### src/rtl/load_counter_seq_ctrl.sv
// Sweep sequencer driving a loadable up/down counter through repeated start->end runs.
// Optional macro LOAD_CNT_SEQ_PINGPONG_EN: reverse direction between sweeps instead of reloading.
module load_counter_seq_ctrl #(
    parameter int WIDTH = 4,
    parameter int REP_W = 4
) (
    input  logic             clk,
    input  logic             rst,
    input  logic             cmd_valid,
    output logic             cmd_ready,
    input  logic [WIDTH-1:0] cmd_start,
    input  logic [WIDTH-1:0] cmd_end,
    input  logic             cmd_dir,
    input  logic [REP_W-1:0] cmd_reps,
    input  logic             abort,
    output logic             cnt_load,
    output logic             cnt_mode,
    output logic [WIDTH-1:0] cnt_in,
    input  logic [WIDTH-1:0] cnt_q,
    output logic             busy,
    output logic             done,
    output logic             aborted,
    output logic [REP_W-1:0] sweep_idx
);

    typedef enum logic {
        IDLE = 1'b0,
        RUN  = 1'b1
    } state_t;

    state_t             state;
    state_t             next_state;
    logic [WIDTH-1:0]   start_r;
    logic [WIDTH-1:0]   end_r;
    logic               dir_r;
    logic [REP_W-1:0]   reps_left;
    logic [WIDTH-1:0]   hold_r;

    logic accept;
    logic rep_hit;
    logic final_hit;
    logic abort_hit;
    logic hit;

    assign hit = (cnt_q == end_r);

    // Outside a sweep the counter is kept frozen by reloading the value it already holds.
    always_comb begin
        next_state = state;
        cnt_load   = 1'b1;
        cnt_in     = hold_r;
        cnt_mode   = 1'b0;
        cmd_ready  = 1'b0;
        accept     = 1'b0;
        rep_hit    = 1'b0;
        final_hit  = 1'b0;
        abort_hit  = 1'b0;
        if (rst) begin
            cnt_in = '0;
        end else begin
            case (state)
                IDLE: begin
                    cmd_ready = 1'b1;
                    if (cmd_valid) begin
                        accept     = 1'b1;
                        cnt_in     = cmd_start;
                        next_state = RUN;
                    end
                end
                RUN: begin
                    cnt_mode = dir_r;
                    if (abort) begin
                        abort_hit  = 1'b1;
                        cnt_in     = cnt_q;
                        next_state = IDLE;
                    end else if (hit) begin
                        if (reps_left != '0) begin
                            rep_hit = 1'b1;
`ifdef LOAD_CNT_SEQ_PINGPONG_EN
                            cnt_load = 1'b0;
                            cnt_mode = !dir_r;
`else
                            cnt_in = start_r;
`endif
                        end else begin
                            final_hit  = 1'b1;
                            cnt_in     = end_r;
                            next_state = IDLE;
                        end
                    end else begin
                        cnt_load = 1'b0;
                    end
                end
                default: next_state = IDLE;
            endcase
        end
    end

    always_ff @(posedge clk) begin
        if (rst) begin
            state     <= IDLE;
            start_r   <= '0;
            end_r     <= '0;
            dir_r     <= 1'b0;
            reps_left <= '0;
            hold_r    <= '0;
            sweep_idx <= '0;
            busy      <= 1'b0;
            done      <= 1'b0;
            aborted   <= 1'b0;
        end else begin
            state   <= next_state;
            busy    <= (next_state == RUN);
            done    <= final_hit;
            aborted <= abort_hit;
            if (accept) begin
                start_r   <= cmd_start;
                end_r     <= cmd_end;
                dir_r     <= cmd_dir;
                reps_left <= cmd_reps;
                sweep_idx <= '0;
            end
            if (rep_hit) begin
                reps_left <= reps_left - REP_W'(1);
                sweep_idx <= sweep_idx + REP_W'(1);
`ifdef LOAD_CNT_SEQ_PINGPONG_EN
                start_r <= end_r;
                end_r   <= start_r;
                dir_r   <= !dir_r;
`endif
            end
            if (final_hit) begin
                hold_r <= end_r;
            end
            if (abort_hit) begin
                hold_r <= cnt_q;
            end
        end
    end

endmodule

### config.mk
export PLATFORM = sky130hd
export DESIGN_NAME = load_counter_seq_ctrl
export DESIGN_NICKNAME = d
export VERILOG_FILES = /design/src/rtl/load_counter_seq_ctrl.sv
export SDC_FILE = /design/constraint.sdc
export NUM_CORES = 1
export LEC_CHECK = 0
export ABC_CLOCK_PERIOD_IN_PS = 1700
export CAP_MARGIN = 30
export CORE_MARGIN = 1
export CORE_UTILIZATION = 25
export CTS_BUF_LIST = sky130_fd_sc_hd__clkbuf_8
export DETAILED_ROUTE_END_ITERATION = 6
export GPL_TIMING_DRIVEN = 0
export SYNTH_ARGS = -nofsm -noshare
export SYNTH_HDL_FRONTEND = slang
export SYNTH_SLANG_ARGS = --single-unit
### constraint.sdc
create_clock -name clk -period 1.7 [get_ports clk]
set_input_delay 0.17 -clock clk [delete_from_list [all_inputs] [get_ports clk]]
set_output_delay 0.17 -clock clk [all_outputs]
set_load 0.01 [all_outputs]
==> run_results.csv <==
group,metric,value,unit
outcome,status,"finished, violations left",
outcome,violations,"setup timing",
timing,fin_skew,0.00429,ns
timing,setup_viol,16,
worst_setup_path,worstPathArrival,2.07,ns
die,io-pin-count,35,
power_and_ir_drop,switching_share,29.9,%
die,chipWidth,75.9,µm
worst_setup_path,path_class,"register to output pin",
timing,rsz0062_at_grt,"yes",
power_and_ir_drop,p_sw,0.400,mW
power_and_ir_drop,power.density,637,nW/µm²
yosys,ys_ff_latch,24,
min_path,min-delay-path-class,"input pin to register",
layout,drive_gt1_share,31.8,%
layout,diodes,0,
min_path,min_from,"cnt_q[1]",
detailed_routing,post_drt_via_cell_ratio,4.86,
layout,final_common_cell,"nand2_1",
job,maxCapViolCount,0,
grt,grt_max_degree,13,
power_and_ir_drop,p_leak,0.779,nW
timing,fin_crit_sh,132,%
clocking,cts.sinks,24,
die,die_y,75.9,µm
worst_setup_path,reg2reg_from,"end_r[1]",
yosys,synthTopCellsByArea,"dfxtp_1, nand2_1, mux2_2",
yosys,yosysWarnings,0,
yosys,avgSynthCellArea,8.32,µm²
yosys,syn-num-nets,187,
power_and_ir_drop,p_comb_share,27.6,%
die,floorplan.initialDensity,26.4,%
clocking,cts-buffers-inserted,3,
yosys,yosysTopAreaCellShare,35.2,%
yosys,synth_cells,164,
grt,grt_pass1_vias,1350,
grt,grt_pass1_wl,6620,µm
timing,maxSlewHeadroom,64.0,%
timing,fin_ws,-0.543,ns
yosys,ys_types,35,
detailed_routing,dr.pass1.iters,4,
timing,holdWs,0.415,ns
place,gp_congestion,0.779,
clocking,holdBufCountCts,0,
layout,nNetsFinal,239,
detailed_routing,drtIter0Drc,95,
power_and_ir_drop,p_int,0.940,mW
layout,mostFrequentLayoutCells,"nand2_1, clkdlybuf4s50_1, dfxtp_1",
clocking,clock_latency,0.27,ns
min_path,hold_path_depth,3,
layout,final_area,2100,µm²
timing,period_minus_slack,2.24,ns
worst_setup_path,timing.rr.end,"reps_left[2]",
min_path,whs_endpoint,"hold_r[1]",
clocking,cts_root_buf,"clkbuf_8",
yosys,yosysTopAreaCell,"dfxtp_1",
yosys,syn_area,1370,µm²
place,dpl_cell_area,1810,µm²
die,floorplan.die_area,5760,µm²
layout,fin_util,40.6,%
detailed_routing,wire_per_inst,14.7,µm
detailed_routing,totalWireLength,4190,µm
timing,max_slew.worst_pin.slew,0.541,ns
detailed_routing,drc,0,
layout,area_delta_synth_final,54.0,%
worst_setup_path,worstSetupStartpointType,"register",
timing,hold_viol_final,0,
worst_setup_path,end_kind,"output pin",
detailed_routing,dr_total_vias,1381,
yosys,synth-seq-area-share,35.2,%
power_and_ir_drop,pwr-share-clk,26.4,%
clocking,clock_path_buffers,2,
die,coreArea,5170,µm²
clocking,path_clk_slew,0.09,ns
grt,grt_overflow_total,0,
worst_setup_path,rrSetupSlack,-0.10,ns
die,rows,26,
worst_setup_path,cp.required,1.53,ns
clocking,cts_tree,"yes",
place,dp_hpwl,2790,µm
worst_setup_path,reg2reg_depth,6,
grt,groute.usage.overall,15.6,%
power_and_ir_drop,pwr-share-seq,46.0,%
place,numPortBuffers,33,
timing,fmax,446,MHz
detailed_routing,ant_nets,0,
power_and_ir_drop,peakVddDrop,0.000268,V
timing,drv_slew,0,
worst_setup_path,crit_fanout,7,
grt,antenna_found_initial,0,
clocking,cts_htree_levels,1,
[sequential cells by signal, summed over array words and instances, names as in the netlist]
signal and cells:
end_r 4, start_r 4, hold_r 4, reps_left 4, done 1, sweep_idx 4, state 1, dir_r 1
aborted 1
[repair_timing]
item	4_1_cts	5_1_grt
gates resized for setup	57	16
cloned	1	0
pin swaps	14	8
setup endpoints to repair	27	23
buffers inserted	9	5
[final cells by class]
class / count / area, µm²
fillers: 516 / 3070
multi-input cells: 125 / 936
flip-flops and latches: 24 / 493
repair buffers: 48 / 439
well taps: 70 / 87.6
plain buffers: 9 / 81.3
clock buffers: 3 / 41.3
inverters: 5 / 23.8
[worst max-delay path by stage]
stage	depth (start not counted)	start	slack, ns	endpoint
global route	8	reps_left[0]	-0.58	cnt_in[2]
global placement	7	cnt_q[1]	-0.92	cnt_in[1]
CTS	8	reps_left[0]	-0.49	cnt_in[2]
detailed placement	7	cnt_q[1]	-0.92	cnt_in[1]
finish	8	reps_left[0]	-0.54	cnt_in[2]
floorplan	7	reps_left[1]	-0.01	cnt_in[2]
[cells in the mapped netlist]
library cell and instances:
nor3_1 2, clkbuf_1 6, o221a_2 2, or3b_1 2, o41ai_1 1, mux2_2 7, o2111ai_1 3, a32oi_1 3
o21ai_0 15, a221oi_1 1, nand3b_1 1, or4_4 1, and3_1 1, mux2i_1 4, nor4_4 1, o31a_1 1
nor2_4 1, a311oi_1 2, xor2_1 5, nor2b_1 4, nor2_1 8, buf_2 2, o311ai_0 1, a21oi_1 5
clkinv_1 1, buf_6 2, nor3b_1 4, ha_1 2, nand2_1 29, dfxtp_1 24, nand3_1 8, o211ai_1 6
nand2b_1 3, a31oi_1 2, inv_1 4
[layer usage]
layer	track usage, %	wire length (µm)	up-vias
met3	1.72	177	4
met4	6.17	64	0
met2	25.9	2040	38
met1	20.7	1900	636
li1	-	-	703
met5	0	0	-
[power groups by stage]
stage | clock network, mW | logic, mW | registers (mW)
CTS | 0.360 | 0.338 | 0.613
global placement | 0 | 0.301 | 0.624
global route | 0.383 | 0.401 | 0.621
finish | 0.354 | 0.369 | 0.617
floorplan | 0 | 0.181 | 0.620
detailed placement | 0 | 0.302 | 0.625
[cells by family after synthesis]
| kind of cell | after synthesis | synth area share, % |
|---|---|---|
| compound gates | 42 | 20.9 |
| flops | 24 | 35.2 |
| simple gates | 65 | 24.7 |
| xor+xnor | 5 | 3.21 |
| fa+ha+maj | 2 | 1.83 |
| mux | 11 | 8.71 |
| buf+inv | 15 | 5.41 |
[worst max-delay path, stage by stage, from the launching register on]
cell and delay [ns]:
dfxtp_2 0.33, inv_2 0.07, ha_4 0.14, or3b_4 0.38, buf_8 0.15, mux2_4 0.29, mux2i_1 0.17, o211ai_1 0.12
buf_2 0.16
[metrics by stage]
step,TNS [ns],setup slack [ns],instances,power (mW)
floorplan,-0.0106,-0.0106,164,0.801
global placement,-13.22,-0.918,267,0.924
detailed placement,-12.86,-0.917,267,0.927
CTS,-2.43,-0.493,279,1.31
global route,-3.57,-0.582,284,1.41
finish,-2.70,-0.543,284,1.34
Power figures use the tool's default switching activity.
